`src/rtl/pt_fetcher_pkg.sv`:
```
// -----------------------------------------------------------------------------
// pt_fetcher_pkg
//   Shared geometry defines for the pixel-transform fetch path, plus the
//   half-word merge helper used by pt_fetcher.
//
//   The `LOG_* defines are the shared params.v set: coordinate widths, the
//   truncated pixel width and the memory word width. They are guarded so that
//   a project-wide definition takes precedence. `LOG_MEM must be exactly
//   twice `LOG_TRUNC, because two pixels share one memory word.
//
//   Contents:
//     PIX_W, MEM_W, X_W, Y_W : widths derived from the shared defines
//     merge_half()           : replace one pixel half of a memory word
// -----------------------------------------------------------------------------
`ifndef LOG_WIDTH
`define LOG_WIDTH 10
`endif
`ifndef LOG_HEIGHT
`define LOG_HEIGHT 9
`endif
`ifndef LOG_TRUNC
`define LOG_TRUNC 18
`endif
`ifndef LOG_MEM
`define LOG_MEM 36
`endif

package pt_fetcher_pkg;

  localparam int PIX_W = `LOG_TRUNC;
  localparam int MEM_W = `LOG_MEM;
  localparam int X_W   = `LOG_WIDTH;
  localparam int Y_W   = `LOG_HEIGHT;

  // Even x lives in the upper half of the word, odd x in the lower half.
  // The half that is not selected passes through unchanged.
  function automatic logic [MEM_W-1:0] merge_half(
    input logic [MEM_W-1:0] word,
    input logic             odd,
    input logic [PIX_W-1:0] pix
  );
    logic [MEM_W-1:0] res;
    if (odd) res = {word[MEM_W-1:PIX_W], pix};
    else     res = {pix, word[PIX_W-1:0]};
    return res;
  endfunction

endpackage

```
`src/rtl/pt_fetcher.sv`:
```
// -----------------------------------------------------------------------------
// pt_fetcher
//   Read-modify-write engine that writes single transformed pixels into a
//   memory that stores two pixels per word. Each accepted pixel request causes
//   one read of the containing word, then one write of the same word with the
//   selected half replaced.
//
//   Optional feature (macro PTF_COALESCE_EN): while a write is waiting for its
//   grant, one request for the partner pixel of the same word (same y, x that
//   differs only in bit 0) is folded into the pending write.
//
// Parameters
//   READ_LATENCY : cycles from the read grant edge to a valid ptf_pixel_read (>=1)
//
// Ports
//   clock           in   system clock, rising edge
//   reset           in   synchronous active-high reset
//   frame_flag      in   frame boundary pulse; abandons any in-flight pixel
//   pt_flag         in   pixel request valid (held until done_pt)
//   pt_x, pt_y      in   pixel coordinates
//   pt_pixel        in   pixel value
//   done_pt         out  combinational accept of the current pixel request
//   ptf_flag        out  memory request valid (registered)
//   ptf_wr          out  1 = write, 0 = read (registered)
//   ptf_x, ptf_y    out  memory request coordinates (registered)
//   ptf_pixel_write out  write word (registered)
//   done_ptf        in   combinational grant of the memory request
//   ptf_pixel_read  in   read word, valid READ_LATENCY edges after the grant
// -----------------------------------------------------------------------------
module pt_fetcher
  import pt_fetcher_pkg::*;
#(
  parameter int READ_LATENCY = 2
) (
  input  logic                  clock,
  input  logic                  reset,
  input  logic                  frame_flag,
  input  logic                  pt_flag,
  input  logic [`LOG_WIDTH-1:0] pt_x,
  input  logic [`LOG_HEIGHT-1:0] pt_y,
  input  logic [`LOG_TRUNC-1:0] pt_pixel,
  output logic                  done_pt,
  output logic                  ptf_flag,
  output logic                  ptf_wr,
  output logic [`LOG_WIDTH-1:0] ptf_x,
  output logic [`LOG_HEIGHT-1:0] ptf_y,
  output logic [`LOG_MEM-1:0]   ptf_pixel_write,
  input  logic                  done_ptf,
  input  logic [`LOG_MEM-1:0]   ptf_pixel_read
);

  localparam logic [1:0] ST_IDLE    = 2'd0;
  localparam logic [1:0] ST_RD_REQ  = 2'd1;
  localparam logic [1:0] ST_RD_WAIT = 2'd2;
  localparam logic [1:0] ST_WR_REQ  = 2'd3;

  localparam int CNT_W = (READ_LATENCY < 2) ? 1 : $clog2(READ_LATENCY + 1);

  logic [1:0]            state_q, state_d;
  logic [CNT_W-1:0]      cnt_q, cnt_d;
  logic [X_W-1:0]        x_q, x_d;
  logic [Y_W-1:0]        y_q, y_d;
  logic [PIX_W-1:0]      pix_q, pix_d;
  logic                  flag_q, flag_d;
  logic                  wr_q, wr_d;
  logic [MEM_W-1:0]      wdata_q, wdata_d;
  logic                  accept;
`ifdef PTF_COALESCE_EN
  logic                  coal_q, coal_d;
  logic                  coal_hit;
`endif

  // ---------------------------------------------------------------------------
  // Next-state logic
  // ---------------------------------------------------------------------------
  always_comb begin
    state_d = state_q;
    cnt_d   = cnt_q;
    x_d     = x_q;
    y_d     = y_q;
    pix_d   = pix_q;
    flag_d  = flag_q;
    wr_d    = wr_q;
    wdata_d = wdata_q;
    accept  = 1'b0;
`ifdef PTF_COALESCE_EN
    coal_d   = coal_q;
    coal_hit = 1'b0;
`endif

    case (state_q)
      ST_IDLE: begin
        if (pt_flag && !frame_flag) begin
          accept  = 1'b1;
          x_d     = pt_x;
          y_d     = pt_y;
          pix_d   = pt_pixel;
          flag_d  = 1'b1;
          wr_d    = 1'b0;
          state_d = ST_RD_REQ;
        end
      end

      ST_RD_REQ: begin
        if (done_ptf) begin
          flag_d  = 1'b0;
          // Counting down to zero lands the sample exactly READ_LATENCY
          // edges after the grant edge.
          cnt_d   = CNT_W'(READ_LATENCY - 1);
          state_d = ST_RD_WAIT;
        end
      end

      ST_RD_WAIT: begin
        if (cnt_q == '0) begin
          wdata_d = merge_half(ptf_pixel_read, x_q[0], pix_q);
          flag_d  = 1'b1;
          wr_d    = 1'b1;
          state_d = ST_WR_REQ;
`ifdef PTF_COALESCE_EN
          coal_d  = 1'b0;
`endif
        end else begin
          cnt_d = cnt_q - CNT_W'(1);
        end
      end

      ST_WR_REQ: begin
        if (done_ptf) begin
          flag_d  = 1'b0;
          wr_d    = 1'b0;
          state_d = ST_IDLE;
        end
`ifdef PTF_COALESCE_EN
        // Partner pixel of the pending word: fold it in while the write
        // still waits. Only one fold per word so the write cannot starve.
        else if (!frame_flag && !coal_q && pt_flag &&
                 (pt_y == y_q) &&
                 (pt_x[X_W-1:1] == x_q[X_W-1:1]) &&
                 (pt_x[0] != x_q[0])) begin
          coal_hit = 1'b1;
          wdata_d  = merge_half(wdata_q, pt_x[0], pt_pixel);
          coal_d   = 1'b1;
        end
`endif
      end

      default: begin
        state_d = ST_IDLE;
        flag_d  = 1'b0;
        wr_d    = 1'b0;
      end
    endcase

    // Frame boundary wins over grants and requests: drop the in-flight pixel.
    if (frame_flag) begin
      state_d = ST_IDLE;
      flag_d  = 1'b0;
      wr_d    = 1'b0;
    end
  end

`ifdef PTF_COALESCE_EN
  assign done_pt = (accept || coal_hit) && !reset;
`else
  assign done_pt = accept && !reset;
`endif

  // ---------------------------------------------------------------------------
  // State registers
  // ---------------------------------------------------------------------------
  always_ff @(posedge clock) begin
    if (reset) begin
      state_q <= ST_IDLE;
      cnt_q   <= '0;
      x_q     <= '0;
      y_q     <= '0;
      pix_q   <= '0;
      flag_q  <= 1'b0;
      wr_q    <= 1'b0;
      wdata_q <= '0;
`ifdef PTF_COALESCE_EN
      coal_q  <= 1'b0;
`endif
    end else begin
      state_q <= state_d;
      cnt_q   <= cnt_d;
      x_q     <= x_d;
      y_q     <= y_d;
      pix_q   <= pix_d;
      flag_q  <= flag_d;
      wr_q    <= wr_d;
      wdata_q <= wdata_d;
`ifdef PTF_COALESCE_EN
      coal_q  <= coal_d;
`endif
    end
  end

  assign ptf_flag        = flag_q;
  assign ptf_wr          = wr_q;
  assign ptf_x           = x_q;
  assign ptf_y           = y_q;
  assign ptf_pixel_write = wdata_q;

endmodule

```
`config.mk`:
```
export PLATFORM = sky130hd
export DESIGN_NAME = pt_fetcher
export DESIGN_NICKNAME = d
export VERILOG_FILES = /design/src/rtl/pt_fetcher_pkg.sv /design/src/rtl/pt_fetcher.sv
export SDC_FILE = /design/constraint.sdc
export NUM_CORES = 1
export LEC_CHECK = 0
export BUFFER_PORTS_ARGS = -buffer_cell sky130_fd_sc_hd__buf_2
export CORE_MARGIN = 3
export CORE_UTILIZATION = 35
export CTS_BUF_LIST = sky130_fd_sc_hd__clkbuf_8
export DETAILED_ROUTE_END_ITERATION = 12
export GPL_TIMING_DRIVEN = 0
export PLACE_DENSITY = 0.71
export SLEW_MARGIN = 20
export SYNTH_ARGS = -nofsm -noshare
export SYNTH_HDL_FRONTEND = slang
export SYNTH_SLANG_ARGS = --single-unit
```
`constraint.sdc`:
```
create_clock -name clock -period 4.15 [get_ports clock]
set_input_delay 0.83 -clock clock [delete_from_list [all_inputs] [get_ports clock]]
set_output_delay 0.83 -clock clock [all_outputs]
set_load 0.005 [all_outputs]
```
==> results.toml <==
[run_status]
status = "finished, final reports clean"

[die]
die_h_um = 106
die_x_um = 106
initial_utilization_pct = 37.1
io_pins = 136
dieArea_um2 = 11300
core_um2 = 9500
rows = 35

[synth]
synth_flop_cell = "dfxtp_1"
syn_area_per_cell_um2 = 9.45
synth-edff-count = 0
ys_ff_latch = 79
synth_area_leaders = "dfxtp_1, a211oi_2, mux2i_1"
synth_commonest_cells = "nand2_1, dfxtp_1, mux2i_1, nor2_1, a21oi_1"
syn_inst = 373
synth_area_um2 = 3520
ys_async_sr_fraction_pct = 0
yosysSeqAreaShare_pct = 44.9
synth_nets = 457
synth_largest_area_cell = "dfxtp_1"
yosysMostFrequentCell = "nand2_1"
yosysTopAreaCellShare_pct = 44.9
synthDistinctLibCells = 30
yosys_warnings = 0

[finish]
multi_input_area_um2 = 1740
n_fill_cell = 945
design_area_um2 = 4580
area.growth.synth_to_final_pct = 30.0
regArea_um2 = 1580
final_nets = 602
drive_above_1_share_pct = 39.8

[route]
wl_per_cell_um = 15.2
routed_via_density = 4.79
drt-total-wl_um = 9900
routed-via-count = 3126
drc = 0
antenna_left = 0
drt_iter0_drc = 156
firstDrtPassIters = 4

[placed_design]
place_hpwl_um = 7550
io_buffers = 134
placed_area_um2 = 4360
dp_worst_setup_slack_ns = 1.42
gp_congestion = 0.787

[timing]
post-route-period-util_pct = 65.8
maxSlewViolCount = 0
tightest_slew_ns = 0.756
rsz0062_at_grt = "false"
setup_tns_ns = 0
fmax_ghz = 0.366
setup_viol = 0
whs_ns = 0.454
finalClockSkew_ns = 0.00601
fin_ws_ns = 1.42
hold_viol = 0
slew_headroom_pct = 49.6
period_needed_ns = 2.73

[global_routing]
busiest_layer = "met2"
grt_pass1_vias = 3178
grt_util_met2_pct = 30.4
grt_use_met3_pct = 5.46
grt_pass1_wl_um = 15800
grt_overflow = 0
grt_max_degree = 14
gr-usage-met1_pct = 21.7
antenna_found_initial = 0
grt_use_total_pct = 17.6

[clocking]
path_clk_slew_ns = 0.08
clk_latency_ns = 0.34
cts_hold_buffers = 0
cts_tree = "yes"
cts.repair.resized = 0
cts_sinks = 79
cts_root_buffer = "clkbuf_8"
cts_buffers = 9
post_cts.repair.setup_buffers = 0
cts_buffer_depth = 2
htree_num_levels = 3

[min_path]
hold_class = "reg -> reg"

[setup_path]
worst-endpoint-arrival_ns = 1.90
critPathMaxFanout = 10
critPathKind = "in -> out"
critPathCaptureType = "output port"
critical_path_required_ns = 3.32
setup.worst_path.start_class = "primary input"

[pwr]
p_leak_nw = 1.89
ir_drop_mv = 0.196
cellPowerDensity_nw_per_um2 = 355
finalPower_mw = 1.63

[job]
drv_cap = 0
## flip-flops by register name, indices dropped and copies added (netlist names)
register and flops:
ptf_x 10, ptf_y 9, ptf_pixel_write 36, state_q 2, ptf_wr 1, cnt_q 2, ptf_flag 1, pix_q 18
## per-stage QoR
stage | util (%) | cells
after global placement | 45.8 | 636
final | 48.2 | 653
after detailed placement | 45.8 | 636
after CTS | 48.2 | 652
after global routing | 48.2 | 652
after floorplan | - | 373
## cell usage in the layout (no fill, tap or decap), types with 2 or more instances in the layout
cell type and count:
nand2_1 80, buf_6 5, nand2b_1 2, inv_1 5, a21oi_1 37, nand3b_1 2, buf_2 142, clkbuf_8 10
a31oi_1 2, ha_1 6, clkbuf_1 8, o21bai_1 2, and3b_1 2, a211oi_2 35, buf_4 8, bufinv_16 2
nor2b_1 2, o21ai_1 2, dfxtp_1 79, a211oi_1 2, nor2_1 38, mux2i_1 39
## final cells by class
cell class | count | share of cell area, %
multi-input cells | 261 | 38.0
flip-flops and latches | 79 | 34.5
repair buffers | 134 | 14.6
plain buffers | 29 | 4.07
well taps | 129 | 3.52
clock buffers | 10 | 3.00
clock inverters | 6 | 1.86
inverters | 4 | 0.328
diodes | 1 | 0.0546
## critical path: stages
cell and delay (ns):
clkbuf_1 0.25, buf_2 0.34, buf_2 0.27, nor2_1 0.07
buf_2 0.14
## power by group
group	internal (mW)	switching (mW)	leakage, nW
Combinational	0.0863	0.103	1.14
Sequential	0.781	0.0149	0.641
Clock	0.353	0.289	0.114
Total	1.22	0.406	1.89
## layer usage
layer | vias up | wire (µm)
li1 | 1571 | -
met1 | 1454 | 4360
met2 | 95 | 4760
met3 | 6 | 711
met4 | 0 | 68
met5 | - | 0
## final timing paths
check,to,depth (start not counted),slack (ns),from
setup / recovery,done_pt,5,1.42,reset
hold / removal,ptf_x[6],2,0.45,ptf_x[6]
setup reg to reg,pix_q[7],7,2.41,state_q[0]
hold reg to reg,ptf_x[6],2,0.45,ptf_x[6]
## cells by family (layout without fill, tap and decap cells)
| group | count (synthesis) | in the layout | synth area share (%) |
|---|---|---|---|
| adder cells (fa/ha/maj) | 6 | 6 | 2.13 |
| AO/OA/AOI/OAI | 86 | 86 | 20.8 |
| multiplexers | 39 | 39 | 11.1 |
| other | 0 | 1 | 0 |
| flip-flops | 79 | 79 | 44.9 |
| AND/OR/NAND/NOR | 130 | 130 | 15.4 |
| buffers and inverters | 33 | 183 | 5.72 |
Power figures use the tool's default switching activity.
